**config.mk**
```make
export PLATFORM = sky130hd
export DESIGN_NAME = operand_fwd_ctrl
export DESIGN_NICKNAME = d
export VERILOG_FILES = /design/src/rtl/operand_fwd_ctrl_pkg.sv /design/src/rtl/operand_fwd_ctrl_fwd_match.sv /design/src/rtl/operand_fwd_ctrl.sv
export SDC_FILE = /design/constraint.sdc
export NUM_CORES = 1
export LEC_CHECK = 0
export CELL_PAD_IN_SITES_DETAIL_PLACEMENT = 0
export CELL_PAD_IN_SITES_GLOBAL_PLACEMENT = 2
export CORE_MARGIN = 5
export CORE_UTILIZATION = 33
export CTS_BUF_LIST = sky130_fd_sc_hd__clkbuf_2
export DETAILED_ROUTE_END_ITERATION = 10
export GPL_TIMING_DRIVEN = 0
export HOLD_SLACK_MARGIN = 0.03
export PLACE_DENSITY_LB_ADDON = 0.1
export SYNTH_ARGS = -nofsm -noshare
export SYNTH_HDL_FRONTEND = slang
export SYNTH_SLANG_ARGS = --single-unit
```
**constraint.sdc**
```tcl
create_clock -name clk -period 2.15 [get_ports clk]
set_clock_uncertainty 0.15 [all_clocks]
set_input_delay 0.215 -clock clk [delete_from_list [all_inputs] [get_ports clk]]
set_output_delay 0.215 -clock clk [all_outputs]
set_load 0.005 [all_outputs]
```
**src/rtl/operand_fwd_ctrl_pkg.sv**
```systemverilog
// Shared definitions for the operand forwarding controller: mux4 select
// encoding, tag-pipe stage indices and the hard-wired zero register.
package operand_fwd_ctrl_pkg;

    typedef enum logic [1:0] {
        FWD_SEL_RF    = 2'd0,
        FWD_SEL_EXMEM = 2'd1,
        FWD_SEL_MEMWB = 2'd2,
        FWD_SEL_RET   = 2'd3
    } fwd_sel_e;

    localparam int unsigned NUM_STG  = 3;
    localparam int unsigned STG_EX   = 0;
    localparam int unsigned STG_MEM  = 1;
    localparam int unsigned STG_WB   = 2;
    localparam int unsigned REG_ZERO = 0;

endpackage

```
**src/rtl/operand_fwd_ctrl_fwd_match.sv**
```systemverilog
// Compares one ID source register against the EX/MEM/WB destination tags and
// returns the youngest-producer mux4 select.
module operand_fwd_ctrl_fwd_match
    import operand_fwd_ctrl_pkg::*;
#(
    parameter int unsigned REG_AW = 5
) (
    input  logic [REG_AW-1:0]               src,
    input  logic [NUM_STG-1:0]              stg_wr,
    input  logic [NUM_STG-1:0][REG_AW-1:0]  stg_addr,
    output fwd_sel_e                        sel_c,
    output logic                            ex_hit_c
);

    logic [NUM_STG-1:0] hit_c;

    always_comb begin
        hit_c = '0;
        for (int i = 0; i < NUM_STG; i++) begin
            hit_c[i] = stg_wr[i] && (stg_addr[i] == src) && (src != REG_AW'(REG_ZERO));
        end
        // Youngest producer wins.
        sel_c = FWD_SEL_RF;
        if (hit_c[STG_EX]) begin
            sel_c = FWD_SEL_EXMEM;
        end else if (hit_c[STG_MEM]) begin
            sel_c = FWD_SEL_MEMWB;
        end else if (hit_c[STG_WB]) begin
            sel_c = FWD_SEL_RET;
        end
        ex_hit_c = hit_c[STG_EX];
    end

endmodule

```
**src/rtl/operand_fwd_ctrl.sv**
```systemverilog
// Forwarding/hazard controller ahead of the EX operand mux4s: tag pipe,
// registered operand selects, load-use stall. MDU interlock under OPERAND_FWD_MDU_EN.
module operand_fwd_ctrl
    import operand_fwd_ctrl_pkg::*;
#(
    parameter int unsigned REG_AW  = 5,
    parameter int unsigned MDU_LAT = 32
) (
    input  logic              clk,
    input  logic              rst,
    input  logic              stall_ext,
    input  logic              flush,
    input  logic              id_valid,
    input  logic [REG_AW-1:0] id_rs,
    input  logic [REG_AW-1:0] id_rt,
    input  logic              id_wr_en,
    input  logic [REG_AW-1:0] id_wr_addr,
    input  logic              id_is_load,
    input  logic              id_mdu_start,
    input  logic              id_rd_hilo,
    output logic [1:0]        fwd_sel_a,
    output logic [1:0]        fwd_sel_b,
    output logic              stall_id,
    output logic              mdu_busy
);

    // Per-stage tag: wr = valid & wr_en; only the EX stage needs is_load.
    logic [NUM_STG-1:0]             wr_q, wr_d;
    logic [NUM_STG-1:0][REG_AW-1:0] addr_q, addr_d;
    logic                           ex_ld_q, ex_ld_d;
    fwd_sel_e                       fwd_sel_a_q, fwd_sel_a_d;
    fwd_sel_e                       fwd_sel_b_q, fwd_sel_b_d;

    fwd_sel_e sel_a_c, sel_b_c;
    logic     ex_hit_a_c, ex_hit_b_c;
    logic     load_use_c, hilo_stall_c, issue_c;

    operand_fwd_ctrl_fwd_match #(.REG_AW(REG_AW)) u_match_rs (
        .src      (id_rs),
        .stg_wr   (wr_q),
        .stg_addr (addr_q),
        .sel_c    (sel_a_c),
        .ex_hit_c (ex_hit_a_c)
    );

    operand_fwd_ctrl_fwd_match #(.REG_AW(REG_AW)) u_match_rt (
        .src      (id_rt),
        .stg_wr   (wr_q),
        .stg_addr (addr_q),
        .sel_c    (sel_b_c),
        .ex_hit_c (ex_hit_b_c)
    );

    assign load_use_c = id_valid && ex_ld_q && (ex_hit_a_c || ex_hit_b_c);
    assign stall_id   = !flush && (load_use_c || hilo_stall_c);
    assign issue_c    = id_valid && !stall_id;

    // Tag pipe advance and select capture; flush overrides stall_ext.
    always_comb begin
        wr_d        = wr_q;
        addr_d      = addr_q;
        ex_ld_d     = ex_ld_q;
        fwd_sel_a_d = fwd_sel_a_q;
        fwd_sel_b_d = fwd_sel_b_q;
        if (flush) begin
            wr_d        = '0;
            ex_ld_d     = 1'b0;
            fwd_sel_a_d = FWD_SEL_RF;
            fwd_sel_b_d = FWD_SEL_RF;
        end else if (!stall_ext) begin
            wr_d[STG_WB]    = wr_q[STG_MEM];
            addr_d[STG_WB]  = addr_q[STG_MEM];
            wr_d[STG_MEM]   = wr_q[STG_EX];
            addr_d[STG_MEM] = addr_q[STG_EX];
            wr_d[STG_EX]    = issue_c && id_wr_en;
            addr_d[STG_EX]  = id_wr_addr;
            ex_ld_d         = issue_c && id_is_load;
            fwd_sel_a_d     = issue_c ? sel_a_c : FWD_SEL_RF;
            fwd_sel_b_d     = issue_c ? sel_b_c : FWD_SEL_RF;
        end
    end

    always_ff @(posedge clk or posedge rst) begin
        if (rst) begin
            wr_q        <= '0;
            addr_q      <= '0;
            ex_ld_q     <= 1'b0;
            fwd_sel_a_q <= FWD_SEL_RF;
            fwd_sel_b_q <= FWD_SEL_RF;
        end else begin
            wr_q        <= wr_d;
            addr_q      <= addr_d;
            ex_ld_q     <= ex_ld_d;
            fwd_sel_a_q <= fwd_sel_a_d;
            fwd_sel_b_q <= fwd_sel_b_d;
        end
    end

    assign fwd_sel_a = fwd_sel_a_q;
    assign fwd_sel_b = fwd_sel_b_q;

`ifdef OPERAND_FWD_MDU_EN
    localparam int unsigned CNT_W = $clog2(MDU_LAT + 1);

    logic [CNT_W-1:0] cnt_q, cnt_d;
    logic             mdu_busy_q, mdu_busy_d;

    // A start (re)loads the full latency; a squashed start in a flush cycle does not.
    always_comb begin
        cnt_d = cnt_q;
        if (!stall_ext) begin
            if (id_mdu_start && !stall_id && !flush) begin
                cnt_d = CNT_W'(MDU_LAT);
            end else if (cnt_q != '0) begin
                cnt_d = cnt_q - CNT_W'(1);
            end
        end
        mdu_busy_d = (cnt_d != '0);
    end

    always_ff @(posedge clk or posedge rst) begin
        if (rst) begin
            cnt_q      <= '0;
            mdu_busy_q <= 1'b0;
        end else begin
            cnt_q      <= cnt_d;
            mdu_busy_q <= mdu_busy_d;
        end
    end

    assign hilo_stall_c = id_rd_hilo && mdu_busy_q;
    assign mdu_busy     = mdu_busy_q;
`else
    logic mdu_unused_c;

    assign mdu_unused_c = ^{id_mdu_start, id_rd_hilo, 1'(MDU_LAT)};
    assign hilo_stall_c = 1'b0;
    assign mdu_busy     = 1'b0;
`endif

endmodule

```
==> results <==
- The checks that failed: setup timing.
- The most used flip-flop cell after synthesis is sky130_fd_sc_hd__dfrtp_1.
- Across all setup checks in the final design, the least slack found is -293 ps.
- The met2 layer wire length in the routed design is 1510 um.
- Of the total power, the share spent switching nets is 0.317.
- After detailed routing, the wire length on met1 is 1410 um.
- Entering global routing, the biggest net connects 24 pins.
- The setup-violating endpoint count in the final report is 1.
- The share of the Yosys chip area taken by registers is 0.433.
- In this run the cell area measured after placement is 1650 sq um.
- The achievable frequency is 409 MHz.
- The startpoint identified for the worst register-to-register timing path is addr_q[3].
- STA classifies the critical path startpoint as a flop.
- The cell count after synthesis is 120.
- The worst vdd rail ir drop is 0.000225 V.
- The synthesized netlist net count is 144.
- The routed design has 3110 um of wire.
- The max-cap check violation count is 0.
- The setup slack of the most critical reg-to-reg path is 180 ps.
- The number of different library cells in the post-synthesis netlist is 26.
- Averaged over all synthesized cells, the footprint is 11.1 sq um.
- The clock tree root driver cell is sky130_fd_sc_hd__clkbuf_2.
- The number of DRC violations after detailed-routing iteration 0 is 12.
- The flow ran to the end, but the final reports show violations.
- The final standard cell utilization of the core is 0.440.
- The critical path class is flop to output pin.
- The internal power contribution is 764 uW.
- In the final layout, the share of cells above drive strength 1 is 0.234.
- The initial antenna violation count is 0.
- The number of design rule violations left after detail routing is 0.
- The wire-length estimate of the detail-placed layout is 2430 um.
- The sequential power share is 0.528.
- The fraction of the mapped netlist area in compound gates was 0.0650.
- The simple-gate area share of the yosys netlist is 0.141.
- The flip-flop and latch count after synthesis is 23.
- The global placer's final weighted congestion is 0.877.
- The slew at the pin closest to its max-slew limit is 905 ps.
- The number of rows in the core area is 23.
- The detailed router placed 990 vias in this run.
- Dividing the final minimum period by the clock period gives 1.14.
- The remaining antenna violation count after routing is 0.
- The routed length on met3 is 145 um.
- The data required time at the worst endpoint is 1780 ps.
- The antenna diode count is 0.
- Of the total synthesized cell area, the portion taken by full adders, half adders and majority gates is 0.
- For this design the static power due to leakage is 0.679 nW.
- For this configuration, the core starts out at a cell density of 0.337.
- The share of flip-flops with an asynchronous set or reset is 1.00.
- The via count of the first global-routing pass was 1059.
- The final number of hold-violating endpoints is 0.
- The height of the die is 73.5 um.
- The mux cell area share after synthesis is 0.142.
- The worst register-to-register path ends at fwd_sel_b[1].
- The number of cells on the worst reg-to-reg path is 6.
- After routing the design area is 1730 sq um.
- Of the total synthesized cell area, the portion taken by XOR and XNOR cells is 0.198.
- The mapped netlist covers 1330 sq um.
- For the worst-skew pair, the clock arrives at the later sink with an insertion delay of 360 ps.
- The hold buffer count at CTS is 0.
- Power spread over the standard cell area amounts to 645 nW/um^2.
- Setup repair after global routing could not meet its margin everywhere.
- For this run the aggregate overflow at the end of global routing stands at 0.
- The die covers 5400 sq um.
- Summed over all nets, the switching power comes to 355 uW.
- The largest fanout on the critical path is 3.
- The number of sinks driven by the clock tree is 23.
- Dividing the detail-routed wire length by the instance count gives 15.0 um.
- The main combinational cell family by area after synthesis is XOR/XNOR gates.
- The number of clock buffers inserted by TritonCTS is 3.
- Buffers placed on the I/O ports in this run total 26.
- The classification of the worst-slack hold path is input port to asynchronous set/reset pin.
- The top layer used by detailed routing is met4.
- Counting I/O delays and the setup requirement, the final critical path takes 2440 ps.
- TritonCTS built the clock tree.
- CTS built an H-tree with a depth of 1.
- The part of the power in the clock network is 0.169.
- The relative contribution of combinational cells to total power is 0.303.
- During I/O placement, the number of pins put on the boundary was 30.
- The longest clock path from root to sink contains 2 buffers.
- In this run the tightest slew margin relative to its limit is 0.396.
- Counting flops with a built-in enable in the synthesized netlist gives 0.
- Clock-pin slew was measured on the worst setup and hold paths at 240 ps.
- The floorplan step set the die width to 73.5 um.
- The count of pins over their slew limit is 0.
- The category of the worst setup path capture point is an output pin.
- The total global routing track utilization is 0.129.
- The total of warnings raised by yosys is 0.
- The core box area is 3940 sq um.
- The first-pass GRT wire length is 5340 um.
- After the last flow step, the layout net total stands at 183.
- The detailed-router iteration count before antenna repair is 4.
- The routed via count divided by cell count is 4.76.
- The layout overhead on the synthesized area is 30.5%.
- The arrival time of the worst setup path is 2080 ps.
[stage by stage]
stage	cells	hold slack, ps	total power [mW]	setup slack [ps]	setup TNS (ps)
2_1_floorplan	120	66.9	0.793	331	0
3_3_place_gp	196	311	0.903	-703	-2260
3_5_place_dp	196	317	0.908	-712	-2540
4_1_cts	208	198	1.12	-291	-291
5_1_grt	208	241	1.19	-396	-396
6_report	208	153	1.12	-293	-293
[area by class of cell]
type | count | area, sq um
clock buffers | 4 | 20.0
multi-input cells | 92 | 737
well taps | 50 | 62.6
fillers | 374 | 2210
inverters | 3 | 11.3
repair buffers | 34 | 315
plain buffers | 2 | 12.5
flip-flops and latches | 23 | 576
[power by group through the flow]
stage / Combinational (mW) / Sequential [mW] / Clock (mW)
after global routing: 0.377 / 0.602 / 0.209
final: 0.338 / 0.590 / 0.189
after floorplan: 0.215 / 0.578 / 0
after detailed placement: 0.304 / 0.604 / 0
after CTS: 0.339 / 0.589 / 0.195
after global placement: 0.302 / 0.601 / 0
[state kept, by name, indices dropped and copies added (netlist names)]
register and flops:
ex_ld_q 1, wr_q 3, addr_q 15, fwd_sel_a 2
fwd_sel_b 2
[worst max path at each step]
stage	startpoint	end	slack, ps	cells past startpoint
after global routing	addr_q[3]	stall_id	-400	6
final	addr_q[3]	stall_id	-290	6
after detailed placement	id_rs[2]	stall_id	-710	7
after global placement	id_rt[2]	stall_id	-700	7
after floorplan	addr_q[0]	stall_id	330	4
after CTS	addr_q[3]	stall_id	-290	6
[worst max-delay path, cell delays in order, from the launching register on]
cell and delay (ps):
sky130_fd_sc_hd__dfrtp_1 460, sky130_fd_sc_hd__xnor2_1 160, sky130_fd_sc_hd__nand4_1 140, sky130_fd_sc_hd__or4_4 550, sky130_fd_sc_hd__a21oi_4 170, sky130_fd_sc_hd__and2_1 130
sky130_fd_sc_hd__buf_2 110
[layer usage]
layer  vias to the layer above  global-route usage
li1                        499                   -
met1                       463               0.175
met2                        23               0.211
met3                         5              0.0178
met4                         0              0.0423
met5                         -                   0
[cells in the final DEF (no fill, tap or decap), drive strengths merged, types with 2 or more instances in the layout]
cell,instances
a21boi,2
buf,11
clkbuf,4
clkdlybuf4s50,25
dfrtp,23
inv,3
mux2,15
mux2i,2
nand2,9
nand4,6
nor2,5
nor3,2
nor4,2
o21ai,2
o31ai,6
or3,2
or4,4
xnor2,22
xor2,8
[repair_timing]
action,4_1_cts,5_1_grt
pin swaps,6,2
gates resized for setup,4,1
buffers inserted,8,0
endpoints found under the setup margin,1,1
[cells in the mapped netlist (2+ instances only)]
cell / number / area share
sky130_fd_sc_hd__mux2i_1: 2 / 0.015
sky130_fd_sc_hd__o21ai_0: 2 / 0.0075
sky130_fd_sc_hd__or4_4: 2 / 0.017
sky130_fd_sc_hd__mux2_2: 15 / 0.13
sky130_fd_sc_hd__nand2_1: 9 / 0.025
sky130_fd_sc_hd__o31ai_1: 6 / 0.034
sky130_fd_sc_hd__xnor2_1: 22 / 0.15
sky130_fd_sc_hd__a21boi_0: 2 / 0.011
sky130_fd_sc_hd__dfrtp_1: 23 / 0.43
sky130_fd_sc_hd__nor2_1: 3 / 0.0085
sky130_fd_sc_hd__inv_1: 3 / 0.0085
sky130_fd_sc_hd__xor2_1: 8 / 0.053
sky130_fd_sc_hd__nor3_1: 2 / 0.0075
sky130_fd_sc_hd__or4_1: 2 / 0.011
sky130_fd_sc_hd__nand4_1: 6 / 0.028
sky130_fd_sc_hd__nor2_2: 2 / 0.0094
sky130_fd_sc_hd__nor4_1: 2 / 0.0094
[kinds of logic after synthesis]
kind of cell,count (synthesis)
simple gates,33
xor+xnor,30
flops,23
mux,17
compound gates,11
buf+inv,5
other cells,1
(Power assumes the default switching activity.)
==> RTL change 1, RTL diff (config.mk and constraints unchanged) <==
Add a define of `OPERAND_FWD_MDU_EN`.
--- a/src/rtl/operand_fwd_ctrl.sv
+++ b/src/rtl/operand_fwd_ctrl.sv
@@ -1,4 +1,6 @@
 // Forwarding/hazard controller ahead of the EX operand mux4s: tag pipe,
 // registered operand selects, load-use stall. MDU interlock under OPERAND_FWD_MDU_EN.
+`define OPERAND_FWD_MDU_EN
+
 module operand_fwd_ctrl
     import operand_fwd_ctrl_pkg::*;
Function: changed (a bounded check fails within 4 cycles, from zero or initial values and one cycle with rst high).
==> RTL change 1 against the original RTL <==
- the flow still finishes with violations (negative setup slack)
- setup slack improved by 0.14 ns
- first-iteration DRC count grew to 2.6 times the old value
- combinational power rose by 120%
- sequential share of layout area fell by 1.7 points
- design area increased by 38%
- sequential cell count rose by 7
- wire length grew 41%
- synthesized area is 33% higher
- power rose by 67%
- largest cell class unchanged
==> RTL change 1: results (changes against the original RTL) <==
final layout net count=244 (+33%); Main synth FF type=dfrtp_1; Post-DP Area=2140 um2 (+29%); final setup TNS=-1.43 ns (-1.14 ns); fraction of registers with async set/reset=100% (unchanged); H-tree levels=2 (+1); routing usage on met1=15.2% (-2.2 points); yosys warns=0 (unchanged); failing checks=negative setup slack; WL met2=2200 um (+46%); run status=finished, violations left; layout cells sized above 1=26.0% (+2.6 points); peak supply drop=367 uV (+63%); synthesized area per cell=10.4 um2 (-6.0%); Initial DRT Pass Iterations=4 (unchanged); Slew HR=59.7% (+20 points); GRT met3 Usage=3.37% (+1.6 points); Largest regs=addr_q: 15 flops, cnt_q: 6 flops, wr_q: 3 flops; Vias/cell=4.99 (+4.8%); post-route setup slack=-0.157 ns (+0.136 ns); DR top layer=met4; clk_lat worst skew=0.38 ns (+0.02 ns); gpl congestion=0.855 (-2.6%); fill count=493 (+32%); Root Buffer=clkbuf_2; largest net degree at the start of global routing=31 (+29%); DRT met1 WL=1900 um (+34%); CP arrival=1.94 ns (-0.14 ns); Finished Layout Cells=289 (+39%); CTS Buf Count=5 (+2); clk slew on worst S/H paths=0.19 ns (-0.05 ns); Crit Path Max Fanout=4 (+1); Cell variety after synth=35 (+35%); ranking of synthesized cells by area=dfrtp_1, mux2_2, xnor2_1; P_leak=0.000972 uW (+43%); maximum root-to-sink buffer count=2 (unchanged); 1st-iter DRT viols=31 (+19); Placed Cells=268 (+37%); post-DP HPWL=3280 um (+35%); Hold Crit Class=in -> reg; sequential area share after synthesis=42.4% (-0.88 points); first-pass GRT wire length=7500 um (+40%); Global Route Usage Sum=13.2% (+0.32 points); Mapped Nets=196 (+36%); initial antenna violation count=0 (unchanged); Post-synth top cells=dfrtp_1, xnor2_1, mux2_2; Setup Viol. Count Final=18 (+17); IO buf count=28 (+7.7%); met2 Use GR=23.3% (+2.3 points); routed wire length=4380 um (+41%); number of global-route vias before repair=1540 (+45%); pre-CTS setup slack=-0.784 ns (-0.0720 ns); wire length on met3=181 um (+25%)
==> RTL change 1: cell types whose count changed in the layout (fill, tap and decap cells not counted), sizes merged, moves of 6 or more <==
cell / before / now
nor2: 5 / 13
dlygate4sd2: 0 / 7
clkdlybuf4s50: 25 / 18
clkbuf: 4 / 10
dfrtp: 23 / 30
==> RTL change 1: through the flow <==
stage | util, % | power (uW)
after floorplan | - | 1310
after global routing | 46.1 | 2010
after detailed placement | 41.3 | 1510
final | 46.1 | 1870
after global placement | 41.3 | 1490
after CTS | 43.9 | 1830
==> RTL change 1: report_power, final <==
group / switching, uW / leakage, uW / internal (uW)
Combinational: 352 / 0.000573 / 388
Sequential: 151 / 0.000369 / 695
Clock: 200 / 0.0000304 / 79.9
==> RTL change 1: cell type report <==
| cell class | count | area, um2 | share of cell area, % |
|---|---|---|---|
| multi-input combinational | 129 | 1080 | 45.2 |
| sequential | 30 | 752 | 31.5 |
| timing repair buffer | 41 | 388 | 16.3 |
| tap | 70 | 87.6 | 3.67 |
| clock buffer | 6 | 30.0 | 1.26 |
| inverter | 8 | 30.0 | 1.26 |
| buffer | 3 | 11.3 | 0.472 |
| clock inverter | 2 | 8.76 | 0.367 |
==> RTL change 1: worst max-delay path: stages (launching register included) <==
cell and delay (ns):
dfrtp_2 0.48, xnor2_2 0.15, nand4_1 0.16, nor4_4 0.29, o21a_2 0.21, a21oi_4 0.05
nor2_1 0.11, buf_2 0.14
==> RTL change 1: timing repair <==
item / in CTS / in global routing
hold buffers: 0 / 1
setup endpoints to repair: 18 / 22
buffers inserted: 6 / 5
resized for setup: 27 / 11
endpoints found under the hold margin: 0 / 7
cloned: 0 / 0
pin swaps: 10 / 11
==> RTL change 1: logic make-up after synthesis <==
| family | count (synthesis) | synth area share [%] |
|---|---|---|
| AND/OR/NAND/NOR | 52 | 16.4 |
| AO/OA/AOI/OAI | 27 | 11.4 |
| XOR/XNOR | 31 | 15.3 |
| buffers and inverters | 11 | 2.33 |
| flip-flops | 30 | 42.4 |
| multiplexers | 17 | 10.7 |
| adder cells (fa/ha/maj) | 2 | 1.41 |
==> RTL change 1: path summary, 6_finish.rpt <==
check / slack [ns] / depth (start not counted) / startpoint / end
worst max register to register: -0.12 / 9 / addr_q[4] / fwd_sel_b[1]
worst min-delay path: 0.18 / 2 / stall_ext / cnt_q[3]
max in group asynchronous: 0.98 / 4 / rst / addr_q[0]
worst min register to register: 0.35 / 2 / ex_ld_q / ex_ld_q
worst max-delay path: -0.16 / 7 / addr_q[4] / stall_id
min in group asynchronous: 0.46 / 3 / rst / addr_q[8]
==> RTL change 2, RTL diff (same flow settings) <==
Without the edit above. `addr_q` no longer has a reset.
--- a/src/rtl/operand_fwd_ctrl.sv
+++ b/src/rtl/operand_fwd_ctrl.sv
@@ -84,5 +84,4 @@
         if (rst) begin
             wr_q        <= '0;
-            addr_q      <= '0;
             ex_ld_q     <= 1'b0;
             fwd_sel_a_q <= FWD_SEL_RF;
@@ -90,9 +89,12 @@
         end else begin
             wr_q        <= wr_d;
-            addr_q      <= addr_d;
             ex_ld_q     <= ex_ld_d;
             fwd_sel_a_q <= fwd_sel_a_d;
             fwd_sel_b_q <= fwd_sel_b_d;
         end
+    end
+
+    always_ff @(posedge clk) begin
+        addr_q <= addr_d;
     end
 
Formal check against the unedited RTL: same outputs for any inputs over 10 cycles, from zero or initial values and one cycle with rst high; that may be too few to reach the edited logic, so the function may still have changed.
==> RTL change 2 against the original RTL <==
- hold slack gained 0.093 ns
- die area down 6.6%
- wire length decreased by 13%
- largest cell class is now sequential cells
- sequential cell count unchanged
- design area down 4.3%
- non-clock buffer count down 2
- the run still ends with negative setup slack left
- via count fell by 11%
- synthesized area decreased by 7.6%
- highest routed layer unchanged
- setup slack better by 0.087 ns
Power is not compared: it rests on default switching activity, and its combinational part moved more than twofold at a synthesized area within 25%.
==> RTL change 2: results (changes against the original RTL) <==
run status=finished, violations left; failing checks=negative setup slack; Vias/cell=4.73 (-0.71%); number of global-route vias before repair=971 (-8.3%); layout cells sized above 1=16.7% (-6.8 points); DRT met1 WL=1210 um (-15%); yosys warns=0 (unchanged); routed wire length=2700 um (-13%); CP arrival=1.99 ns (-0.09 ns); first-pass GRT wire length=4600 um (-14%); GRT met3 Usage=2.98% (+1.2 points); post-route setup slack=-0.206 ns (+0.0869 ns); sequential area share after synthesis=53.0% (+9.7 points); clk_lat worst skew=0.34 ns (-0.02 ns); count of multi-input combinational gates=74 (-20%); bufs w/o clock=34 (-5.6%); final setup TNS=-0.206 ns (+0.0869 ns); fraction of area in registers=39.2% (+6.0 points); fraction of registers with async set/reset=34.8% (-65 points); Mapped Nets=126 (-13%); gpl congestion=0.754 (-14%); WL met2=1290 um (-14%); pin slew with the least headroom to its limit=1.24 ns (+0.331 ns); Post-synth top cells=xnor2_1, edfxtp_1, xor2_1; Cell variety after synth=25 (-3.8%); P_leak=roughly 0.00060 uW; Placed Cells=176 (-10%); 1st-iter DRT viols=10 (-2); final layout net count=163 (-11%); area of the multi-input gates=604 um2 (-18%); Crit Path Max Fanout=4 (+1); ranking of synthesized cells by area=edfxtp_1, dfrtp_1, xnor2_1; routing usage on met1=14.9% (-2.6 points); Setup Viol. Count Final=1 (unchanged); Non-clock buffers, area share=18.9% (about the same); wire length on met3=120 um (-17%); met2 Use GR=19.3% (-1.8 points); post-DP HPWL=2150 um (-12%); clk slew on worst S/H paths=0.22 ns (-0.02 ns); largest net degree at the start of global routing=16 (-33%); cells after synthesis=102 (-15%); Hold Crit Class=in -> reg
==> RTL change 2: cell types whose count changed in the layout (fill, tap and decap cells not counted), sizes merged, moves of 4 or more <==
cell and delta:
dlygate4sd2 +5, dfrtp -15, clkdlybuf4s50 -6, edfxtp +15, buf -4, mux2 -15
==> RTL change 2: stage by stage <==
step / util, % / hold WS (ns) / instance area, um2 / setup slack (ns) / total power (uW)
after detailed placement: 42.6 / 0.314 / 1550 / -0.710 / 636
final: 45.7 / 0.246 / 1660 / -0.206 / 827
after global routing: 45.7 / 0.209 / 1660 / -0.291 / 867
after global placement: 42.6 / 0.311 / 1550 / -0.694 / 635
after floorplan: - / -0.119 / 1230 / 0.404 / 568
after CTS: 45.1 / 0.244 / 1640 / -0.253 / 827
==> RTL change 2: path summary, 6_finish.rpt <==
kind / from / to / slack (ns) / depth (start not counted)
worst max-delay path: id_rt[2] / stall_id / -0.21 / 7
worst min-delay path: id_wr_addr[4] / addr_q[4] / 0.25 / 1
worst max register to register: addr_q[3] / fwd_sel_a[1] / 0.25 / 7
worst min register to register: fwd_sel_b[0] / fwd_sel_b[0] / 0.36 / 2
max in group asynchronous: rst / fwd_sel_a[1] / 1.13 / 3
min in group asynchronous: rst / wr_q[0] / 0.49 / 3
==> RTL change 2: logic make-up after synthesis <==
logic type / Yosys count / synth area share [%]
other: 1 / 0.306
xor gates and xnor gates: 30 / 21.4
DFF: 23 / 53.0
buffers and inverters: 5 / 1.83
and+or+nand+nor: 32 / 15.9
AOI/OAI and AO/OA: 9 / 5.91
muxes: 2 / 1.63
==> RTL change 2: what timing repair did <==
action,in CTS,in global routing
endpoints found under the setup margin,1,3
buffers inserted,5,0
endpoints found under the hold margin,8,0
hold buffers,1,0
pin swaps,5,1
resized for setup,15,4
